$ cat src/rtl/door_pkg.sv
// Shared definitions for the door sequencing slice.
//   door_state_e : door FSM state encoding
//   DOOR_CNT_W   : width of the tick counter used by door timing
//   door_last_cnt: counter value on which a phase lasting 'ticks' door_clk
//                  rises ends
package door_pkg;

  localparam int DOOR_CNT_W = 8;

  typedef enum logic [1:0] {
    CLOSED  = 2'd0,
    OPENING = 2'd1,
    OPEN    = 2'd2,
    CLOSING = 2'd3
  } door_state_e;

  function automatic logic [DOOR_CNT_W-1:0] door_last_cnt(input int unsigned ticks);
    return DOOR_CNT_W'(ticks - 1);
  endfunction

endpackage

$ cat src/rtl/door_if.sv
// Request/status bundle between the move/floor controller and the door
// sequencer.
//   Requests (controller -> sequencer): open_req, open_btn, close_btn,
//     weight_limit_exceeded.
//   Status (sequencer -> controller): door_closed, door_open, door_moving,
//     move_enable.
// Signalling: every signal is a plain level with no valid/ready pairing.
// Requests are sampled on every clk edge for as long as they are high;
// status outputs are registered and change only on clk edges (or async
// reset). The controller is expected to drop open_req once door_open is seen.
interface door_if;

  logic open_req;
  logic open_btn;
  logic close_btn;
  logic weight_limit_exceeded;
  logic door_closed;
  logic door_open;
  logic door_moving;
  logic move_enable;

  modport master (
    output open_req, open_btn, close_btn, weight_limit_exceeded,
    input  door_closed, door_open, door_moving, move_enable
  );

  modport slave (
    input  open_req, open_btn, close_btn, weight_limit_exceeded,
    output door_closed, door_open, door_moving, move_enable
  );

endinterface

$ cat src/rtl/door_tick_detect.sv
// Rising-edge detector for the slow door_clk timing signal.
//   clk, rst_n : system clock, async active-low reset
//   sig_i      : door_clk (same clock domain)
//   tick_o     : one-clk pulse per rising edge of sig_i; falling edges ignored
module door_tick_detect (
  input  logic clk,
  input  logic rst_n,
  input  logic sig_i,
  output logic tick_o
);

  logic door_clk_q;

  always_ff @(posedge clk or negedge rst_n) begin
    if (!rst_n) begin
      door_clk_q <= 1'b0;
    end else begin
      door_clk_q <= sig_i;
    end
  end

  assign tick_o = sig_i & ~door_clk_q;

endmodule

$ cat src/rtl/door_sequencer.sv
// Door sequencer: drives the door through closed -> opening -> open (dwell)
// -> closing, holding it open under overload and reporting when the car may
// move.
//   clk, rst_n : system clock, async active-low reset
//   door_clk   : slow door timing signal; its rising edges pace the door
//   bus        : request inputs and registered status outputs (door_if.slave)
//   state_o    : current FSM state, for observation
module door_sequencer
  import door_pkg::*;
#(
  parameter int unsigned OPEN_TICKS = 3,
  parameter int unsigned MOVE_TICKS = 1
) (
  input  logic        clk,
  input  logic        rst_n,
  input  logic        door_clk,
  door_if.slave       bus,
  output door_state_e state_o
);

  localparam logic [DOOR_CNT_W-1:0] OPEN_LAST = door_last_cnt(OPEN_TICKS);
  localparam logic [DOOR_CNT_W-1:0] MOVE_LAST = door_last_cnt(MOVE_TICKS);

  door_state_e           state_q, state_d;
  logic [DOOR_CNT_W-1:0] cnt_q, cnt_d;
  logic                  tick;
  logic                  door_closed_q, door_open_q, door_moving_q, move_enable_q;

  door_tick_detect u_tick (
    .clk    (clk),
    .rst_n  (rst_n),
    .sig_i  (door_clk),
    .tick_o (tick)
  );

  // cnt counts door_clk rises spent in the current state; every state change
  // clears it, so a tick that causes an entry is never counted in the new state.
  always_comb begin
    state_d = state_q;
    cnt_d   = cnt_q;
    case (state_q)
      CLOSED: begin
        if (bus.open_req || bus.open_btn) begin
          state_d = OPENING;
          cnt_d   = '0;
        end
      end
      OPENING: begin
        if (tick) begin
          if (cnt_q == MOVE_LAST) begin
            state_d = OPEN;
            cnt_d   = '0;
          end else begin
            cnt_d = cnt_q + 1'b1;
          end
        end
      end
      OPEN: begin
        // Overload or a held open button restarts the dwell every cycle and
        // outranks both close_btn and dwell expiry.
        if (bus.weight_limit_exceeded || bus.open_btn) begin
          cnt_d = '0;
        end else if (bus.close_btn) begin
          state_d = CLOSING;
          cnt_d   = '0;
        end else if (tick) begin
          if (cnt_q == OPEN_LAST) begin
            state_d = CLOSING;
            cnt_d   = '0;
          end else begin
            cnt_d = cnt_q + 1'b1;
          end
        end
      end
      CLOSING: begin
        // Reversal is checked before tick processing.
        if (bus.weight_limit_exceeded || bus.open_btn || bus.open_req) begin
          state_d = OPENING;
          cnt_d   = '0;
        end else if (tick) begin
          if (cnt_q == MOVE_LAST) begin
            state_d = CLOSED;
            cnt_d   = '0;
          end else begin
            cnt_d = cnt_q + 1'b1;
          end
        end
      end
      default: begin
        state_d = CLOSED;
        cnt_d   = '0;
      end
    endcase
  end

  // Status is decoded from the next state so a transition taken on an edge
  // is visible right after that edge.
  always_ff @(posedge clk or negedge rst_n) begin
    if (!rst_n) begin
      state_q       <= CLOSED;
      cnt_q         <= '0;
      door_closed_q <= 1'b1;
      door_open_q   <= 1'b0;
      door_moving_q <= 1'b0;
      move_enable_q <= 1'b0;
    end else begin
      state_q       <= state_d;
      cnt_q         <= cnt_d;
      door_closed_q <= (state_d == CLOSED);
      door_open_q   <= (state_d == OPEN);
      door_moving_q <= (state_d == OPENING) || (state_d == CLOSING);
      move_enable_q <= (state_d == CLOSED) && !bus.open_req && !bus.open_btn
                       && !bus.weight_limit_exceeded;
    end
  end

  assign bus.door_closed = door_closed_q;
  assign bus.door_open   = door_open_q;
  assign bus.door_moving = door_moving_q;
  assign bus.move_enable = move_enable_q;
  assign state_o         = state_q;

endmodule
$ cat src/flat_wrapper.sv
// flat-port wrapper written by rule: the top's interface ports become plain ports
module door_sequencer_flat import door_pkg::*;
#(
  parameter int unsigned OPEN_TICKS = 3,
  parameter int unsigned MOVE_TICKS = 1
)
  (clk, rst_n, door_clk, state_o, bus_open_req, bus_open_btn, bus_close_btn, bus_weight_limit_exceeded, bus_door_closed, bus_door_open, bus_door_moving, bus_move_enable);
  door_if bus_i ();
  input  logic clk;
  input  logic rst_n;
  input  logic door_clk;
  output door_state_e state_o;
  input wire logic [$bits(bus_i.open_req)-1:0] bus_open_req;
  input wire logic [$bits(bus_i.open_btn)-1:0] bus_open_btn;
  input wire logic [$bits(bus_i.close_btn)-1:0] bus_close_btn;
  input wire logic [$bits(bus_i.weight_limit_exceeded)-1:0] bus_weight_limit_exceeded;
  output wire logic [$bits(bus_i.door_closed)-1:0] bus_door_closed;
  output wire logic [$bits(bus_i.door_open)-1:0] bus_door_open;
  output wire logic [$bits(bus_i.door_moving)-1:0] bus_door_moving;
  output wire logic [$bits(bus_i.move_enable)-1:0] bus_move_enable;
  assign bus_i.open_req = bus_open_req;
  assign bus_i.open_btn = bus_open_btn;
  assign bus_i.close_btn = bus_close_btn;
  assign bus_i.weight_limit_exceeded = bus_weight_limit_exceeded;
  assign bus_door_closed = bus_i.door_closed;
  assign bus_door_open = bus_i.door_open;
  assign bus_door_moving = bus_i.door_moving;
  assign bus_move_enable = bus_i.move_enable;
  door_sequencer #(.OPEN_TICKS(OPEN_TICKS), .MOVE_TICKS(MOVE_TICKS)) u_core (.clk(clk), .rst_n(rst_n), .door_clk(door_clk), .bus(bus_i), .state_o(state_o));
endmodule
$ cat config.mk
export PLATFORM = sky130hd
export DESIGN_NAME = door_sequencer_flat
export DESIGN_NICKNAME = d
export VERILOG_FILES = /design/src/rtl/door_pkg.sv /design/src/rtl/door_if.sv /design/src/rtl/door_tick_detect.sv /design/src/rtl/door_sequencer.sv /design/src/flat_wrapper.sv
export SDC_FILE = /design/constraint.sdc
export NUM_CORES = 1
export LEC_CHECK = 0
export BUFFER_PORTS_ARGS = -buffer_cell sky130_fd_sc_hd__buf_4
export CELL_PAD_IN_SITES_DETAIL_PLACEMENT = 2
export CELL_PAD_IN_SITES_GLOBAL_PLACEMENT = 2
export CORE_ASPECT_RATIO = 0.8
export CORE_UTILIZATION = 36
export CTS_CLUSTER_DIAMETER = 60
export DETAILED_ROUTE_END_ITERATION = 7
export HOLD_SLACK_MARGIN = 0.08
export PLACE_DENSITY_LB_ADDON = 0.1
export SLEW_MARGIN = 40
export SYNTH_ARGS = -nofsm -noshare
export SYNTH_HDL_FRONTEND = slang
export SYNTH_SLANG_ARGS = --single-unit
$ cat constraint.sdc
create_clock -name clk -period 5.7 [get_ports clk]
set_input_delay 0.57 -clock clk [delete_from_list [all_inputs] [get_ports clk]]
set_output_delay 0.57 -clock clk [all_outputs]
set_load 0.05 [all_outputs]
==> out/metrics.cfg, run 1 <==
[outcome]
status = completed

[route]
viasPerCell = 5.727
drt-total-wl_um = 2166
ant_nets = 0
drtIter0Drc = 4
route.detailed.drc = 0
wl_per_cell_um = 17.90
vias = 693
drt-pass1-iter-count = 4

[sta]
slew_viol_final = 0
finalHoldViolCount = 0
fmax_ghz = 0.4520
rsz0062_at_grt = no
skew_ns = 0.004330
maxSlewHeadroom = 0.5342
finalCriticalPeriod_ns = 2.212
fin_crit_sh = 0.3881
fin_setup_tns_ns = 0
tightest_slew_ns = 0.6941
finalSetupViolCount = 0

[pwr]
leakagePower_nw = 0.4365
pwr-share-comb = 0.271
p_clk_frac = 0.288
p_int_uw = 166.6
p_switching_uw = 93.88
seqPwrFrac = 0.441
pwr_density_cell_nw_per_um2 = 274.6
swShare = 0.3605
ir_drop_uv = 158.6

[layout]
regArea_sq_um = 351.6
drive_gt1_frac = 0.2396
fin_area_sq_um = 948.4
multiInputGateArea_sq_um = 427.9
nets = 107
final_util = 0.4433
area_growth_pct = 16.44
final_common_cell = dfrtp_1
antenna_cells = 0
fill_cells = 235
mostFrequentLayoutCells = dfrtp_1, buf_4, nand2_1, o21ai_0, nand3_1

[die]
fp-row-count = 15
dieArea_sq_um = 2458
dieWidth_um = 55.18
core_area_sq_um = 2140
ios = 13
die_h_um = 44.55
start_util = 0.3807

[clock_network]
post_cts_resized = 0
cts_root_buf = clkbuf_4
holdBufCountCts = 0
cts_made_buffers = 3
cts_tree = done
post_cts_buffers = 0
clk_latency_ns = 0.29
clock_sinks = 14
path_clk_slew_ns = 0.09
clock_path_buffers = 2
htreeDepth = 1

[min_path]
min_path_type = in -> async

[critical_path]
cp-endpoint = u_core.cnt_q[5]
crit_start = u_core.state_o[0]
critical_path_arrival_ns = 2.44
path_max_fanout = 12
r2r-start = u_core.state_o[0]
r2r_setup_slack_ns = 3.49
r2r_cells = 5
required_ns = 5.92
cp-end-kind = flip-flop
critical_path_class = reg -> reg
r2r_end = u_core.cnt_q[5]
start_kind = flip-flop

[synth]
yosysSeqAreaShare = 0.4316
syn_nets = 93
synth_cell_types = 38
synth-edff-count = 0
async_flop_share = 1.000
syn_avg_cell_area_sq_um = 9.814
netlist_instances = 83
synthFlopType = dfrtp_1
ys_warn_count = 0
ys_ff_latch = 14
syn-cell-area_sq_um = 814.5

[global_route]
antenna_found_initial = 0
grt_pass1_wl_um = 3567
gr-total-overflow = 0
first_global_vias = 708
grt_usage = 0.2117
grt_max_degree = 15

[run]
maxCapViolations = 0

[placement]
dp_hpwl_um = 1604
io_buffer_count = 12
place_area_sq_um = 912.1
gp_congestion = 0.7808

==> through the flow <==
stage | total power [mW] | worst slack, ns | cells | hold slack, ns
floorplan | 0.1647 | 3.432 | 83 | 0.2744
global placement | 0.1843 | 3.410 | 117 | 0.4281
detailed placement | 0.1877 | 3.311 | 117 | 0.4363
CTS | 0.2635 | 3.489 | 121 | 0.1158
global route | 0.2758 | 3.407 | 121 | 0.1085
finish | 0.2604 | 3.488 | 121 | 0.1155
==> critical path: stages, from the launching register on <==
cell	delay (ns)
dfrtp_1	0.53
or4b_4	0.55
or4b_4	0.50
o211ai_2	0.24
a21o_1	0.20
a22o_1	0.14
==> power by group through the flow <==
stage | combinational, mW | clock, mW | sequential (mW)
floorplan | 0.0350 | 0 | 0.130
finish | 0.0706 | 0.0749 | 0.115
detailed placement | 0.0710 | 0 | 0.117
CTS | 0.0714 | 0.0775 | 0.115
global route | 0.0767 | 0.0830 | 0.116
global placement | 0.0690 | 0 | 0.115
==> synth_stat cells, drive strengths merged (2+ instances only) <==
master	n	share of area
a21o	2	0.018
dfrtp	13	0.40
mux2i	2	0.025
inv	3	0.014
buf	3	0.029
nor2	3	0.014
nand2	10	0.046
or4b	2	0.034
nand3b	2	0.018
a21oi	3	0.023
o21ai	7	0.043
ha	3	0.046
a22o	4	0.043
nand3	6	0.037
==> metal layers <==
metal  share of wire  track usage
met5               0            0
met4          0.0055      0.03000
met1            0.50       0.3002
met3           0.036      0.07216
met2            0.45       0.3157
==> cell families after synthesis <==
kind of cell | after synthesis | share of synthesized area
adder cells (fa/ha/maj) | 3 | 0.04609
multiplexers | 2 | 0.02458
AND/OR/NAND/NOR | 35 | 0.2474
AO/OA/AOI/OAI | 22 | 0.1966
buffers and inverters | 6 | 0.04301
XOR/XNOR | 1 | 0.01075
flip-flops | 14 | 0.4316
==> cell type report <==
type                            instances  share of cell area
Timing Repair Buffer                   12             0.09499
Clock buffer                            4             0.03826
Sequential cell                        14              0.3707
Tap cell                               25             0.03298
Inverter                                3             0.01187
Multi-Input combinational cell         63              0.4512
==> registers in the layout, summed over array words and instances, names as in the netlist <==
register,cells
u_core.bus.door_open,1
u_core.state_o,2
u_core.u_tick.door_clk_q,1
u_core.cnt_q,8
u_core.bus.door_closed,1
u_core.bus.move_enable,1
==> how the worst min path moves through the flow <==
stage                from                   end
finish              rst_n     u_core.state_o[0]
global route        rst_n  u_core.bus.door_open
CTS                 rst_n     u_core.state_o[0]
detailed placement  rst_n  u_core.bus.door_open
global placement    rst_n  u_core.bus.door_open
floorplan           rst_n  u_core.bus.door_open
Power figures use the tool's default switching activity.
==> inputs of run 2 (changes only) <==
--- a/config.mk
+++ b/config.mk
@@ -9,7 +9,7 @@
 export CELL_PAD_IN_SITES_DETAIL_PLACEMENT = 2
 export CELL_PAD_IN_SITES_GLOBAL_PLACEMENT = 2
 export CORE_ASPECT_RATIO = 0.8
-export CORE_UTILIZATION = 36
+export CORE_UTILIZATION = 33
 export CTS_CLUSTER_DIAMETER = 60
 export DETAILED_ROUTE_END_ITERATION = 7
 export HOLD_SLACK_MARGIN = 0.08
==> constraint.sdc (replaced) <==
create_clock -name clk -period 2.1 [get_ports clk]
set_input_delay 0.21 -clock clk [delete_from_list [all_inputs] [get_ports clk]]
set_output_delay 0.21 -clock clk [all_outputs]
set_load 0.05 [all_outputs]
==> run 2 against run 1 <==
The run now ends with design-rule violations left. Core utilization up 1.2 points. Critical path type unchanged. Combinational power rose to 3.3 times the previous value. First-iteration DRC count rose to 4.8 times the previous value. Worst hold slack better by 0.18 ns.
==> out/metrics.cfg, run 2 (synthesized netlist as in run 1, its figures left out) <==
[route]
vias = 716
drtIter0Drc = 19
route.detailed.drc = 2
wl_per_cell_um = 18.20
drt-total-wl_um = 2311
viasPerCell = 5.638
drt-pass1-iter-count = 6
ant_nets = 0

[global_route]
gr-total-overflow = 0
grt_usage = 0.1947
grt_pass1_wl_um = 3643
first_global_vias = 735
antenna_found_initial = 0
grt_max_degree = 15

[layout]
area_growth_pct = 24.73
antenna_cells = 0
instances_no_fill = 127
nets = 113
fill_cells = 241
final_common_cell = buf_4
regArea_sq_um = 354.1
drive_gt1_frac = 0.3039
multiInputGateArea_sq_um = 442.9
fin_area_sq_um = 1016
largest_reg_flops = 8
largest-register = u_core.cnt_q
mostFrequentLayoutCells = buf_4, dfrtp_1, nand2_1, o21ai_0, nand3_1

[sta]
holdWs_ns = 0.2975
finalHoldViolCount = 0
tightest_slew_ns = 0.5030
finalSetupViolCount = 0
maxSlewHeadroom = 0.6616
fmax_ghz = 0.5052
finalCriticalPeriod_ns = 1.979
slew_viol_final = 0
rsz0062_at_grt = no
fin_crit_sh = 0.9425
skew_ns = 0.003770

[placement]
place_area_sq_um = 944.7
place_inst = 121
dp_hpwl_um = 1628
io_buffer_count = 12
gp_congestion = 0.7799

[die]
dieWidth_um = 57.55
start_util = 0.3647
dieArea_sq_um = 2672
ios = 13
fp-row-count = 15
die_h_um = 46.44
core_area_sq_um = 2233

[clock_network]
htreeDepth = 1
cts_tree = done
path_clk_slew_ns = 0.10
cts_made_buffers = 3
cts_root_buf = clkbuf_4
clk_latency_ns = 0.29
clock_path_buffers = 2
clock_sinks = 14

[pwr]
leakagePower_nw = 0.4611
pwr_density_cell_nw_per_um2 = 725.1
ir_drop_uv = 289.8

[critical_path]
crit_start = u_core.state_o[0]
r2r-start = u_core.state_o[0]
path_max_fanout = 12
r2r_setup_slack_ns = 0.12
required_ns = 2.33
r2r_cells = 5
start_kind = flip-flop
r2r_end = u_core.cnt_q[5]
cp-end-kind = flip-flop
cp-endpoint = u_core.cnt_q[5]
critical_path_arrival_ns = 2.21
critical_path_class = reg -> reg

[run]
maxCapViolations = 0

[min_path]
min_path_type = in -> reg

[outcome]
violations = design-rule violations
status = finished, violations left

-- run 2: cell types whose count changed in the layout (fill, tap and decap cells not counted), moves of 2 or more --
cell,previous run,this run
dfrtp_2,0,2
dlygate4sd3_1,0,2
dfrtp_1,13,11
buf_4,12,16
-- run 2: area by class of cell --
class / instances / share of cell area
inverters: 3 / 0.01108
well taps: 25 / 0.03079
repair buffers: 18 / 0.1379
flip-flops and latches: 14 / 0.3485
multi-input cells: 63 / 0.4360
clock buffers: 4 / 0.03571
-- run 2: repair_timing --
item / 4_1_cts / 5_1_grt
setup endpoints to repair: 0 / 6
hold buffers: 2 / 0
resized for setup: 0 / 3
setup buffers: 0 / 0
endpoints found under the hold margin: 15 / 0
-- run 2: worst min path at each step --
stage	start	cells after the start	endpoint
final	bus_open_req	3	u_core.bus.move_enable
after global routing	bus_open_req	3	u_core.bus.move_enable
after CTS	bus_open_req	3	u_core.bus.move_enable
after detailed placement	rst_n	1	u_core.u_tick.door_clk_q
after global placement	rst_n	1	u_core.u_tick.door_clk_q
after floorplan	rst_n	0	u_core.bus.door_open
-- run 2: layer usage --
metal	track usage	share of wire
met3	0.05337	0.047
met1	0.2624	0.50
met2	0.2977	0.44
met5	0	0
met4	0.07805	0.015
-- run 2: report_power, final --
part	switching [mW]	leakage [nW]	total (mW)	internal [mW]
Combinational	0.159	0.258	0.235	0.0769
Clock	0.101	0.0210	0.207	0.106
Sequential	0.00710	0.182	0.294	0.287
Total	0.267	0.461	0.737	0.469
-- run 2: critical path: stages, from the launching register on --
cell and delay [ns]:
dfrtp_2 0.41, or4b_4 0.49, or4b_4 0.51, o211ai_4 0.20, a21o_1 0.18, a22o_1 0.13
-- run 2: through the flow --
step / setup TNS (ns) / setup slack [ns] / power [mW] / util
6_report: 0 / 0.1207 / 0.7367 / 0.4549
5_1_grt: 0 / 0.05621 / 0.7678 / 0.4549
3_3_place_gp: 0 / 0.1670 / 0.5193 / 0.4230
4_1_cts: 0 / 0.06449 / 0.7393 / 0.4482
3_5_place_dp: 0 / 0.08351 / 0.5253 / 0.4230
2_1_floorplan: -0.05322 / -0.04737 / 0.4550 / -
==> inputs of run 3 (changes only) <==
--- a/config.mk
+++ b/config.mk
@@ -9,7 +9,7 @@
 export CELL_PAD_IN_SITES_DETAIL_PLACEMENT = 2
 export CELL_PAD_IN_SITES_GLOBAL_PLACEMENT = 2
 export CORE_ASPECT_RATIO = 0.8
-export CORE_UTILIZATION = 33
+export CORE_UTILIZATION = 30
 export CTS_CLUSTER_DIAMETER = 60
 export DETAILED_ROUTE_END_ITERATION = 7
 export HOLD_SLACK_MARGIN = 0.08
==> constraint.sdc (replaced) <==
create_clock -name clk -period 1.81 [get_ports clk]
set_input_delay 0.181 -clock clk [delete_from_list [all_inputs] [get_ports clk]]
set_output_delay 0.181 -clock clk [all_outputs]
set_load 0.05 [all_outputs]
==> run 3 against run 2 <==
The run ends with negative setup slack left. Via count up 3.6%. Sequential power up 16%. Total power grew 17%. First-iteration DRC count down 74%. Routed wire length increased by 5.1%. Cell count up 16%. Critical path depth did not move. Fmax grew 3.8%. Worst hold slack lost 0.047 ns. Global-route usage down 0.20 points. Largest power group unchanged.
==> out/metrics.cfg, run 3 (synthesized netlist as in run 1, its figures left out) <==
[outcome]
status = finished, violations left
violations = negative setup slack

[layout]
nets = 122
area_growth_pct = 35.33
regArea_sq_um = 354.1
final_common_cell = buf_4
fill_cells = 278
largest-register = u_core.cnt_q
antenna_cells = 0
drive_gt1_frac = 0.3514
fin_area_sq_um = 1102
multiInputGateArea_sq_um = 455.4
largest_reg_flops = 8
mostFrequentLayoutCells = buf_4, dfrtp_1, nand2_1, o21ai_0, nand3_1

[clock_network]
clk_latency_ns = 0.28
path_clk_slew_ns = 0.09
clock_path_buffers = 2
clock_sinks = 14
cts_tree = done
cts_made_buffers = 3
cts_root_buf = clkbuf_4
htreeDepth = 1
post_cts_buffers = 0

[die]
die_h_um = 48.61
dieWidth_um = 60.26
fp-row-count = 16
core_area_sq_um = 2502
start_util = 0.3255
ios = 13
dieArea_sq_um = 2929

[sta]
holdWs_ns = 0.2500
slew_viol_final = 0
finalSetupViolCount = 8
finalWorstSetupSlack_ns = -0.09602
maxSlewHeadroom = 0.6720
finalCriticalPeriod_ns = 1.906
skew_ns = 0.007823
fmax_ghz = 0.5247
rsz0062_at_grt = yes
tightest_slew_ns = 0.4902
finalHoldViolCount = 0
fin_crit_sh = 1.053

[route]
drtIter0Drc = 5
drt-total-wl_um = 2428
route.detailed.drc = 0
ant_nets = 0
viasPerCell = 5.048
drt-pass1-iter-count = 4
vias = 742
wl_per_cell_um = 16.52

[global_route]
grt_max_degree = 15
grt_pass1_wl_um = 4043
gr-total-overflow = 0
antenna_found_initial = 0
grt_usage = 0.1927
first_global_vias = 824

[pwr]
p_int_uw = 562.1
pwr_density_cell_nw_per_um2 = 781.9
p_clk_frac = 0.259
swShare = 0.3478
seqPwrFrac = 0.394
pwr-share-comb = 0.346
ir_drop_uv = 341.7
leakagePower_nw = 0.5101
p_switching_uw = 299.8

[placement]
gp_congestion = 0.7371
io_buffer_count = 12
dp_hpwl_um = 1764
place_area_sq_um = 1018

[critical_path]
path_max_fanout = 6
cp-end-kind = flip-flop
critical_path_arrival_ns = 2.12
required_ns = 2.03
critical_path_class = reg -> reg
start_kind = flip-flop

[run]
maxCapViolations = 0

[min_path]
min_path_type = in -> reg

run 3: layout make-up:
| cell class | count | area share |
|---|---|---|
| inverter | 3 | 0.01022 |
| multi-input combinational | 64 | 0.4132 |
| sequential | 14 | 0.3212 |
| tap | 36 | 0.04086 |
| timing repair buffer | 26 | 0.1816 |
| clock buffer | 4 | 0.03292 |
run 3: per-stage QoR:
stage,total power [mW],setup TNS [ns],util,setup slack (ns),instances
floorplan,0.5279,-2.232,-,-0.3371,83
global placement,0.6248,-0.6434,0.4070,-0.1224,140
detailed placement,0.6357,-0.9045,0.4070,-0.1631,140
CTS,0.8781,-0.4487,0.4380,-0.1027,147
global route,0.9059,-1.061,0.4405,-0.1807,147
finish,0.8619,-0.4021,0.4405,-0.09602,147
run 3: power groups by stage:
stage,Clock (mW),Sequential [mW],Combinational [mW]
5_1_grt,0.245,0.342,0.319
2_1_floorplan,0,0.412,0.116
3_3_place_gp,0,0.345,0.280
3_5_place_dp,0,0.346,0.290
4_1_cts,0.237,0.340,0.301
6_report,0.224,0.340,0.298
run 3: path summary, 6_finish.rpt:
path | from | end | slack (ns) | cells past startpoint
hold / removal | bus_open_req | u_core.bus.door_closed | 0.25 | 3
setup / recovery | u_core.state_o[0] | u_core.cnt_q[5] | -0.1 | 5
setup reg to reg | u_core.state_o[0] | u_core.cnt_q[5] | -0.1 | 5
min in group asynchronous | rst_n | u_core.cnt_q[0] | 0.33 | 2
max in group asynchronous | rst_n | u_core.bus.door_closed | 1.23 | 2
hold reg to reg | u_core.cnt_q[6] | u_core.cnt_q[6] | 0.57 | 1
run 3: critical path, stage by stage (launching register included):
cell	delay, ns
dfrtp_2	0.41
or4b_4	0.50
or4b_4	0.53
o211ai_4	0.14
a21o_1	0.15
a22o_1	0.11
run 3: layer usage:
| layer | global-route usage | part of all wire | vias up |
|---|---|---|---|
| met3 | 0.05615 | 0.023 | 2 |
| met2 | 0.3040 | 0.47 | 8 |
| met5 | 0 | 0 | - |
| li1 | - | - | 361 |
| met4 | 0.04651 | 0.0099 | 0 |
| met1 | 0.2550 | 0.50 | 371 |
run 3: what timing repair did:
action / in CTS / in global routing
cloned: 1 / 0
pin swaps: 2 / 2
hold endpoints to repair: 15 / 0
hold buffers: 2 / 0
resized for setup: 1 / 1
endpoints found under the setup margin: 8 / 9
